File: src/rtl/vga_pkg.sv
// Shared VGA constants, pixel and FIFO-entry types, arbiter state encoding.
// Latency: n/a (types and constants only).
// Backpressure: n/a.
package vga_pkg;
   localparam int H_ACTIVE = 640;
   localparam int V_ACTIVE = 480;
   localparam int PIX_W    = 12;
   localparam int ROW_W    = 9;
   localparam int COL_W    = 10;
   localparam int ADDR_W   = ROW_W + COL_W;

   // bbbb_gggg_rrrr
   typedef logic [PIX_W-1:0] pixel_t;

   // 31-bit write-buffer entry {row, col, data}
   typedef struct packed {
      logic [ROW_W-1:0] row;
      logic [COL_W-1:0] col;
      pixel_t           data;
   } pix_entry_t;

   typedef enum logic [1:0] {
      ST_IDLE  = 2'd0,
      ST_DRAIN = 2'd1,
      ST_CLEAR = 2'd2
   } arb_state_t;

   function automatic logic [ADDR_W-1:0] pack_addr(input logic [ROW_W-1:0] row,
                                                   input logic [COL_W-1:0] col);
      return {row, col};
   endfunction
endpackage

File: src/rtl/pix_fifo.sv
// Synchronous write buffer for pending pixel writes, head visible combinationally.
// Latency: an entry pushed at edge N is at the head from edge N onward if the FIFO was empty.
// Backpressure: o_full blocks pushes; pops on empty are ignored; simultaneous push+pop keeps level.
// Ports: vga_clk/clrn, i_push/i_push_dat, i_pop, o_head_dat, o_full, o_empty, o_level.
module pix_fifo
   import vga_pkg::*;
#(
   parameter int DEPTH = 8
) (
   input  logic                     vga_clk,
   input  logic                     clrn,
   input  logic                     i_push,
   input  pix_entry_t               i_push_dat,
   input  logic                     i_pop,
   output pix_entry_t               o_head_dat,
   output logic                     o_full,
   output logic                     o_empty,
   output logic [$clog2(DEPTH):0]   o_level
);
   localparam int PTR_W = $clog2(DEPTH);
   localparam int LVL_W = PTR_W + 1;

   pix_entry_t         r_mem [DEPTH];
   logic [PTR_W-1:0]   r_wr_ptr;
   logic [PTR_W-1:0]   r_rd_ptr;
   logic [LVL_W-1:0]   r_level;
   logic               w_do_push;
   logic               w_do_pop;

   assign o_full     = (r_level == LVL_W'(DEPTH));
   assign o_empty    = (r_level == '0);
   assign o_level    = r_level;
   assign o_head_dat = r_mem[r_rd_ptr];
   assign w_do_push  = i_push & ~o_full;
   assign w_do_pop   = i_pop & ~o_empty;

   // Storage needs no reset: only slots behind a valid level are ever read out.
   always_ff @(posedge vga_clk) begin
      if (w_do_push) r_mem[r_wr_ptr] <= i_push_dat;
   end

   // DEPTH is a power of two, so the pointers wrap naturally.
   always_ff @(posedge vga_clk or negedge clrn) begin
      if (!clrn) begin
         r_wr_ptr <= '0;
         r_rd_ptr <= '0;
         r_level  <= '0;
      end else begin
         if (w_do_push) r_wr_ptr <= r_wr_ptr + PTR_W'(1);
         if (w_do_pop)  r_rd_ptr <= r_rd_ptr + PTR_W'(1);
         case ({w_do_push, w_do_pop})
            2'b10:   r_level <= r_level + LVL_W'(1);
            2'b01:   r_level <= r_level - LVL_W'(1);
            default: r_level <= r_level;
         endcase
      end
   end
endmodule

File: src/rtl/vram_arbiter.sv
// Shares the single-port pixel RAM: scan-out reads always win, buffered writes and screen clear use idle cycles.
// Latency: write accepted at edge N into an idle, empty buffer commits at edge N+2; RAM outputs are combinational.
// Backpressure: wr_ready drops when the buffer is full; rdn=0 stalls draining and clearing for that cycle.
// Ports: VGA side (row_addr, col_addr, rdn, d_in), draw side (wr_*, clr_*), RAM side (ram_*), status (fifo_level, wr_dropped).
module vram_arbiter
   import vga_pkg::*;
#(
   parameter int             FIFO_DEPTH    = 8,
   parameter logic [11:0]    CLR_COLOR_RST = 12'h000,
   // Screen geometry; defaults to the full VGA frame.
   parameter int             V_PIX         = V_ACTIVE,
   parameter int             H_PIX         = H_ACTIVE
) (
   input  logic                          vga_clk,
   input  logic                          clrn,
   input  logic [8:0]                    row_addr,
   input  logic [9:0]                    col_addr,
   input  logic                          rdn,
   output logic [11:0]                   d_in,
   input  logic                          wr_valid,
   output logic                          wr_ready,
   input  logic [8:0]                    wr_row,
   input  logic [9:0]                    wr_col,
   input  logic [11:0]                   wr_data,
   input  logic                          clr_req,
   input  logic [11:0]                   clr_color,
   output logic                          clr_busy,
   output logic [18:0]                   ram_addr,
   output logic                          ram_we,
   output logic [11:0]                   ram_wdata,
   input  logic [11:0]                   ram_rdata,
   output logic [$clog2(FIFO_DEPTH):0]   fifo_level,
   output logic                          wr_dropped
);
   localparam int               LVL_W   = $clog2(FIFO_DEPTH) + 1;
   localparam logic [ROW_W-1:0] ROW_MAX = ROW_W'(V_PIX - 1);
   localparam logic [COL_W-1:0] COL_MAX = COL_W'(H_PIX - 1);

   arb_state_t         r_state;
   arb_state_t         w_next_state;
   logic [ROW_W-1:0]   r_clr_row;
   logic [COL_W-1:0]   r_clr_col;
   pixel_t             r_clr_color;
   logic               r_wr_dropped;

   logic               w_full;
   logic               w_empty;
   logic [LVL_W-1:0]   w_level;
   pix_entry_t         w_head;
   pix_entry_t         w_push_dat;
   logic               w_accept;
   logic               w_in_range;
   logic               w_push;
   logic               w_pop;
   logic               w_clr_last;

   assign d_in       = ram_rdata;
   assign wr_ready   = ~w_full;
   assign fifo_level = w_level;
   assign wr_dropped = r_wr_dropped;
   assign clr_busy   = (r_state == ST_CLEAR);

   // Out-of-range writes still complete the handshake but never reach the buffer.
   assign w_accept   = wr_valid & ~w_full;
   assign w_in_range = (wr_row <= ROW_MAX) && (wr_col <= COL_MAX);
   assign w_push     = w_accept & w_in_range;
   assign w_push_dat = '{row: wr_row, col: wr_col, data: wr_data};
   assign w_clr_last = (r_clr_row == ROW_MAX) && (r_clr_col == COL_MAX);

   pix_fifo #(.DEPTH(FIFO_DEPTH)) u_fifo (
      .vga_clk    (vga_clk),
      .clrn       (clrn),
      .i_push     (w_push),
      .i_push_dat (w_push_dat),
      .i_pop      (w_pop),
      .o_head_dat (w_head),
      .o_full     (w_full),
      .o_empty    (w_empty),
      .o_level    (w_level)
   );

   always_ff @(posedge vga_clk or negedge clrn) begin
      if (!clrn) r_state <= ST_IDLE;
      else       r_state <= w_next_state;
   end

   always_comb begin
      w_next_state = r_state;
      case (r_state)
         ST_IDLE: begin
            if (clr_req)       w_next_state = ST_CLEAR;
            else if (!w_empty) w_next_state = ST_DRAIN;
         end
         // Leave only when this pop really empties the buffer (no refill in the same cycle).
         ST_DRAIN: if (rdn && (w_level == LVL_W'(1)) && !w_push) w_next_state = ST_IDLE;
         ST_CLEAR: if (rdn && w_clr_last) w_next_state = ST_IDLE;
         default:  w_next_state = ST_IDLE;
      endcase
   end

   // RAM port mux; gated by clrn so nothing is written while reset is held.
   always_comb begin
      ram_addr  = pack_addr(row_addr, col_addr);
      ram_we    = 1'b0;
      ram_wdata = '0;
      w_pop     = 1'b0;
      if (clrn && rdn) begin
         case (r_state)
            ST_DRAIN: begin
               ram_we    = 1'b1;
               ram_addr  = pack_addr(w_head.row, w_head.col);
               ram_wdata = w_head.data;
               w_pop     = 1'b1;
            end
            ST_CLEAR: begin
               ram_we    = 1'b1;
               ram_addr  = pack_addr(r_clr_row, r_clr_col);
               ram_wdata = r_clr_color;
            end
            default: ;
         endcase
      end
      if (!clrn) ram_addr = '0;
   end

   always_ff @(posedge vga_clk or negedge clrn) begin
      if (!clrn) begin
         r_clr_row    <= '0;
         r_clr_col    <= '0;
         r_clr_color  <= CLR_COLOR_RST;
         r_wr_dropped <= 1'b0;
      end else begin
         if (w_accept && !w_in_range) r_wr_dropped <= 1'b1;
         if (r_state == ST_IDLE && clr_req) begin
            r_clr_row   <= '0;
            r_clr_col   <= '0;
            r_clr_color <= clr_color;
         end else if (r_state == ST_CLEAR && rdn) begin
            if (r_clr_col == COL_MAX) begin
               r_clr_col <= '0;
               r_clr_row <= w_clr_last ? '0 : r_clr_row + ROW_W'(1);
            end else begin
               r_clr_col <= r_clr_col + COL_W'(1);
            end
         end
      end
   end
endmodule

File: config.mk
export PLATFORM = sky130hd
export DESIGN_NAME = vram_arbiter
export DESIGN_NICKNAME = d
export VERILOG_FILES = /design/src/rtl/vga_pkg.sv /design/src/rtl/pix_fifo.sv /design/src/rtl/vram_arbiter.sv
export SDC_FILE = /design/constraint.sdc
export NUM_CORES = 1
export LEC_CHECK = 0
export ABC_AREA = 1
export CAP_MARGIN = 40
export CORE_ASPECT_RATIO = 0.9
export CORE_MARGIN = 8
export CORE_UTILIZATION = 63
export DETAILED_ROUTE_END_ITERATION = 16
export DONT_BUFFER_PORTS = 1
export GPL_TIMING_DRIVEN = 1
export PLACE_DENSITY_LB_ADDON = 0.12
export SETUP_SLACK_MARGIN = 0.05
export SYNTH_ARGS = -nofsm -noshare
export SYNTH_HDL_FRONTEND = slang
export SYNTH_SLANG_ARGS = --single-unit
File: constraint.sdc
create_clock -name vga_clk -period 3.7 [get_ports vga_clk]
set_input_delay 0.555 -clock vga_clk [delete_from_list [all_inputs] [get_ports vga_clk]]
set_output_delay 0.555 -clock vga_clk [all_outputs]
set_load 0.005 [all_outputs]
==> impl_metrics.yaml, run 1 <==
timing:
  post-route-period-util: 0.876
  fmaxAchievable_mhz: 309
  worst_slack_ns: 0.460
  slew_violations: 0
  finClkSkew_ns: 0.0129
  slew_headroom: 0.544
  setup_viol_count_final: 0
  hold_viol_final: 0
  worst_pin_slew_ns: 0.684
  tns_ns: 0
  period_needed_ns: 3.24
  rsz0062_at_grt: "no"
clock_network:
  clk-insertion-delay-late_ns: 0.56
  cts_root_buf: "clkbuf_16"
  cts_made_buffers: 29
  cts_tree: "built"
  cts_resized: 0
  post-cts-setup-buffers: 0
  clk_pin_slew_ns: 0.06
  h-tree-depth: 1
  cts.sinks: 292
  cts.path.max_buffers: 3
power_and_ir_drop:
  p_seq_frac: 0.405
  internal-power_mw: 6.72
  p_clk_frac: 0.291
  p_switching_mw: 3.63
  switching_share: 0.351
  p_leak_nw: 5.09
  p_per_area_mw_per_mm2: 745
  combPwrFrac: 0.304
  power.total_mw: 10.3
  ir_drop_v: 0.000521
floorplan:
  die_w_um: 165
  core_area_mm2: 0.0199
  dieArea_mm2: 0.0249
  ios: 130
  rows: 49
  dieHeight_um: 151
  initial_core_util: 0.638
run:
  drv_cap: 0
critical_path:
  worstSetupStartpointType: "register"
  worstSetupEndpointType: "primary output"
  required_ns: 3.14
  critPathKind: "register to primary output"
  crit_fanout: 66
  cp.arrival_ns: 2.69
global_route:
  grt_max_degree: 126
  grt_pass1_wl_um: 46600
  antenna_found_initial: 0
  grtUsageTotal: 0.243
  gr-total-overflow: 0
  grt_pass1_vias: 8165
layout:
  insertedDiodeCount: 0
  nFillCells: 1447
  final_common_cell: "edfxtp_1"
  seqCellArea_mm2: 0.00855
  final_cell_mix: "edfxtp_1 (248), nor2_1 (223), nand2_1 (212), o21ai_0 (106), nand3_1 (102)"
  multi_input_area_mm2: 0.00362
  post-route-util: 0.699
  design_area_mm2: 0.0139
  drive_above_1_share: 0.0677
  syn_to_final_growth_pct: 9.59
  nNetsFinal: 1250
outcome:
  status: "finished, final reports clean"
placement:
  place_area_mm2: 0.0129
  numPortBuffers: 0
  dp_slack_ns: 0.937
  place.gp.congestion: 0.891
  dpl.hpwl_um: 17400
route:
  drcViolationCount: 0
  finalWirelength_um: 30200
  first_iter_violations: 862
  firstDrtPassIters: 7
  avgRoutedWirePerCell_um: 21.0
  ant_nets: 0
  vias: 8564
  vias_per_cell: 5.96
synth:
  syn_area_mm2: 0.0127
  synthArstFlopShare: 0.151
  synth.distinct_cells: 32
  synth_edf_count: 248
  synth_seq_cells: 292
  synth_cells: 1184
  ys_seq_area_frac: 0.675
  ys_warn_count: 0
  synthFlopType: "edfxtp_1"
  synth_nets: 1274
  avgSynthCellArea_um2: 10.7
hold_path:
  hold_path_class: "input port to register"
power groups by stage:
| stage | logic, mW | registers, mW | clock network, mW |
|---|---|---|---|
| 2_1_floorplan | 2.27 | 4.21 | 0 |
| 3_3_place_gp | 3.03 | 4.24 | 0 |
| 3_5_place_dp | 3.10 | 4.25 | 0 |
| 4_1_cts | 3.14 | 4.19 | 3.04 |
| 5_1_grt | 3.53 | 4.23 | 3.17 |
| 6_report | 3.15 | 4.19 | 3.01 |
path summary, 6_finish.rpt:
check	startpoint	to	slack, ns	cells after the start
max in group asynchronous	clrn	u_fifo.r_rd_ptr[0]$_DFFE_PN0P_	2.96	2
min in group asynchronous	clrn	r_clr_row[4]$_DFFE_PN0P_	0.52	2
setup / recovery	u_fifo.r_rd_ptr[0]$_DFFE_PN0P_	ram_wdata[9]	0.46	6
hold / removal	wr_col[8]	u_fifo.r_mem[4][20]$_DFFE_PP_	0.09	0
hold reg to reg	r_clr_color[4]$_DFFE_PN0P_	r_clr_color[4]$_DFFE_PN0P_	0.48	2
setup reg to reg	u_fifo.o_level[0]$_DFFE_PN0P_	u_fifo.r_mem[3][23]$_DFFE_PP_	0.96	10
worst max-delay path, cell delays in order, from the launching register on:
cell	delay [ns]
dfrtp_4	0.50
inv_4	0.50
buf_4	0.34
o21ai_1	0.10
o211ai_1	0.23
nand3_1	0.20
a21oi_1	0.24
layer usage:
layer	track usage	share of wire	up-vias
li1	-	-	4033
met1	0.353	0.44	4152
met2	0.368	0.45	344
met3	0.0612	0.099	35
met4	0.0495	0.013	0
met5	0	0	-
metrics by stage:
| stage | std cells | hold WS, ns |
|---|---|---|
| after floorplan | 1184 | 0.259 |
| after global placement | 1382 | 0.261 |
| after detailed placement | 1382 | 0.261 |
| after CTS | 1437 | 0.0757 |
| after global routing | 1437 | 0.0704 |
| final | 1437 | 0.0875 |
area by class of cell:
| type | instances | area share |
|---|---|---|
| well taps | 255 | 0.0230 |
| clock buffers | 39 | 0.0579 |
| clock inverters | 14 | 0.0129 |
| repair buffers | 23 | 0.0186 |
| multi-input cells | 775 | 0.261 |
| flip-flops and latches | 292 | 0.616 |
| inverters | 39 | 0.0107 |
state kept, by name, indices dropped and copies added, names as in the netlist:
signal / count
r_clr_col: 10
r_clr_color: 12
u_fifo.o_level: 4
u_fifo.r_rd_ptr: 3
u_fifo.r_mem: 248
wr_dropped: 1
r_clr_row: 9
r_state: 2
u_fifo.r_wr_ptr: 3
timing repair:
item	CTS	global route
hold endpoints to repair	44	0
hold buffers	2	0
setup endpoints to repair	0	0
cells in the mapped netlist (5+ instances only):
library cell | number | area [um^2]
edfxtp_1 | 248 | 7450
nor2_1 | 231 | 867
nand2_1 | 212 | 796
o21ai_0 | 106 | 531
nand3_1 | 102 | 510
dfrtp_1 | 44 | 1100
inv_1 | 37 | 139
a21oi_1 | 36 | 180
clkbuf_1 | 31 | 116
a22oi_1 | 20 | 150
buf_2 | 20 | 100
buf_4 | 20 | 150
o21ai_1 | 13 | 65.1
o211ai_1 | 12 | 90.1
ha_1 | 11 | 138
xor2_1 | 11 | 96.3
nand4_1 | 6 | 37.5
buf_1 | 5 | 18.8
kinds of logic (layout without fill, tap and decap cells):
group,count (synthesis),count (layout),synth area share
flip-flops,292,292,0.675
adder cells (fa/ha/maj),11,11,0.0109
AO/OA/AOI/OAI,191,191,0.0826
XOR/XNOR,13,13,0.00899
AND/OR/NAND/NOR,560,560,0.179
buffers and inverters,117,115,0.0439
(Power assumes the default switching activity.)
==> inputs of run 2 (changes only) <==
Settings changed: ABC_AREA 1 to default, HOLD_SLACK_MARGIN from default to 0.06.
==> impl_metrics.yaml, run 2 <==
outcome:
  status: "finished, final reports clean"
clock_network:
  h-tree-depth: 1
  cts_made_buffers: 28
  cts.sinks: 292
  post-cts-setup-buffers: 0
  clk_pin_slew_ns: 0.07
  cts.path.max_buffers: 3
  cts_tree: "built"
  cts_root_buf: "clkbuf_16"
  clk-insertion-delay-late_ns: 0.55
global_route:
  grt_pass1_vias: 6436
  grt_max_degree: 45
  grtUsageTotal: 0.220
  gr-total-overflow: 0
  grt_pass1_wl_um: 39900
  antenna_found_initial: 0
synth:
  synth_seq_cells: 292
  synthArstFlopShare: 0.151
  synth_common_cells: "edfxtp_1 (248), nand2_1 (74), mux4_2 (62)"
  yosys-top-cells-area: "edfxtp_1 (62%), mux4_2 (12%), dfrtp_1 (9.1%)"
  synth_cells: 710
  ys_seq_area_frac: 0.709
  synth_edf_count: 248
  synth_xor_xnor_area_share: 0.0116
  synth_area_leader_cell: "edfxtp_1"
  synth_top_family_by_area: "multiplexers"
  synth_compound_area_frac: 0.0305
  ys_warn_count: 0
  synth_most_common_cell: "edfxtp_1"
  synth_nets: 800
  yosysTopAreaCellShare: 0.618
  synthFlopType: "edfxtp_1"
  synth.distinct_cells: 40
  synthAdderAreaFrac: 0.0114
  synth.mux.area_fraction: 0.145
  avgSynthCellArea_um2: 17.0
  syn_area_mm2: 0.0120
  synth_simple_gate_area_share: 0.0696
timing:
  worst_pin_slew_ns: 0.887
  rsz0062_at_grt: "no"
  post-route-period-util: 0.873
  period_needed_ns: 3.23
  slew_headroom: 0.409
  fmaxAchievable_mhz: 309
  slew_violations: 0
  setup_viol_count_final: 0
  worst_slack_ns: 0.468
  finClkSkew_ns: 0.0254
  tns_ns: 0
  hold_viol_final: 0
critical_path:
  path_cells: "inv_1, ha_1, nand3_1, inv_1, nand2_1, buf_4, o211ai_1, buf_4"
  cpPeakStageDelay_ns: 0.37
  cp.arrival_ns: 2.68
  critPathKind: "register to primary output"
  cp_slowest_cell: "dfrtp_1"
  worstSetupStartpointType: "register"
  worstSetupEndpointType: "primary output"
  crit_fanout: 16
  required_ns: 3.14
power_and_ir_drop:
  power.total_mw: 9.63
  p_leak_nw: 4.62
  ir_drop_v: 0.000483
  p_per_area_mw_per_mm2: 707
floorplan:
  core_area_mm2: 0.0190
  rows: 48
  initial_core_util: 0.635
  dieArea_mm2: 0.0238
  dieHeight_um: 147
  ios: 130
  die_w_um: 162
hold_path:
  hold_path_class: "input port to register"
run:
  drv_cap: 0
layout:
  final_common_cell: "edfxtp_1"
  final_cell_mix: "edfxtp_1 (248), nand2_1 (74), mux4_2 (62), nand3_1 (48), dfrtp_1 (41)"
  largest_register: "u_fifo.r_mem"
  largest_reg_flops: 248
  largestRegisters: "u_fifo.r_mem x248, r_clr_color x12, r_clr_col x10"
  insertedDiodeCount: 0
  nNetsFinal: 827
  drive_above_1_share: 0.213
  syn_to_final_growth_pct: 13.0
  post-route-util: 0.718
  design_area_mm2: 0.0136
route:
  vias: 6459
  finalWirelength_um: 26300
  firstDrtPassIters: 5
  drcViolationCount: 0
  ant_nets: 0
  first_iter_violations: 730
  avgRoutedWirePerCell_um: 26.0
  vias_per_cell: 6.40
placement:
  dpl.hpwl_um: 16700
  numPortBuffers: 0
  dp_slack_ns: 0.825
  place_area_mm2: 0.0125
  place.gp.congestion: 0.882
[run 2: changes by cell type after synthesis, sizes merged, moves of 5 or more]
cell,before,now
a21oi,36,12
a22oi,20,0
buf,47,20
inv,39,11
mux2i,0,33
mux4,0,62
nand2,213,74
nand3,102,48
nor2,232,21
o211ai,12,19
o21ai,119,23
or3,0,5
xnor2,2,8
[run 2: cells by family after synthesis]
| kind of cell | after synthesis |
|---|---|
| AO/OA/AOI/OAI | 60 |
| XOR/XNOR | 16 |
| AND/OR/NAND/NOR | 176 |
| adder cells (fa/ha/maj) | 11 |
| multiplexers | 97 |
| buffers and inverters | 58 |
| flip-flops | 292 |
[run 2: layout make-up]
type                       count  area [um^2]
tap                          250          313
multi-input combinational    360         3300
inverter                      11         41.3
timing repair buffer          44          407
clock buffer                  30          718
sequential                   292         8550
fill                        1198         5360
clock inverter                22          285
[run 2: worst paths after layout]
kind	endpoint	start	cells past startpoint	slack (ns)
worst max-delay path	ram_addr[13]	r_state[0]$_DFFE_PN0P_	8	0.47
worst min-delay path	u_fifo.r_mem[0][24]$_DFFE_PP_	wr_row[2]	0	0.09
worst max register to register	u_fifo.r_mem[1][16]$_DFFE_PP_	u_fifo.o_level[0]$_DFFE_PN0P_	9	0.82
worst min register to register	r_clr_color[7]$_DFFE_PN0P_	r_clr_color[7]$_DFFE_PN0P_	2	0.49
max in group asynchronous	u_fifo.r_rd_ptr[0]$_DFFE_PN0P_	clrn	2	2.89
min in group asynchronous	r_clr_color[3]$_DFFE_PN0P_	clrn	2	0.55
[run 2: where the power goes]
group	switching [mW]	leakage, nW	internal, mW
clock network	1.20	0.487	1.83
logic	1.13	1.33	1.10
registers	0.392	2.81	3.97
[run 2: critical path: cells and delay by family, from the launching register on]
family / cells / cell delay (ns)
simple gates: 2 / 0.47
compound gates: 1 / 0.32
fa+ha+maj: 1 / 0.27
buf+inv: 4 / 0.71
flops: 1 / 0.37
[run 2: repair_timing]
action | in CTS | in global routing
endpoints found under the hold margin | 44 | 15
resized for setup | 0 | 0
hold buffers | 2 | 5
setup endpoints to repair | 0 | 0
[run 2: layer usage]
layer / vias to the layer above / routed length, um / track usage / share of wire
met4: 0 / 450 / 0.0523 / 0.017
met3: 45 / 2270 / 0.0425 / 0.086
met5: - / 0 / 0 / 0
met1: 3295 / 11000 / 0.319 / 0.42
met2: 307 / 12500 / 0.341 / 0.48
li1: 2812 / - / - / -
[run 2: metrics by stage]
step / hold WS (ns) / instances
5_1_grt: 0.0627 / 1009
6_report: 0.0920 / 1009
3_3_place_gp: 0.261 / 949
4_1_cts: 0.0607 / 1004
2_1_floorplan: 0.259 / 710
3_5_place_dp: 0.262 / 950
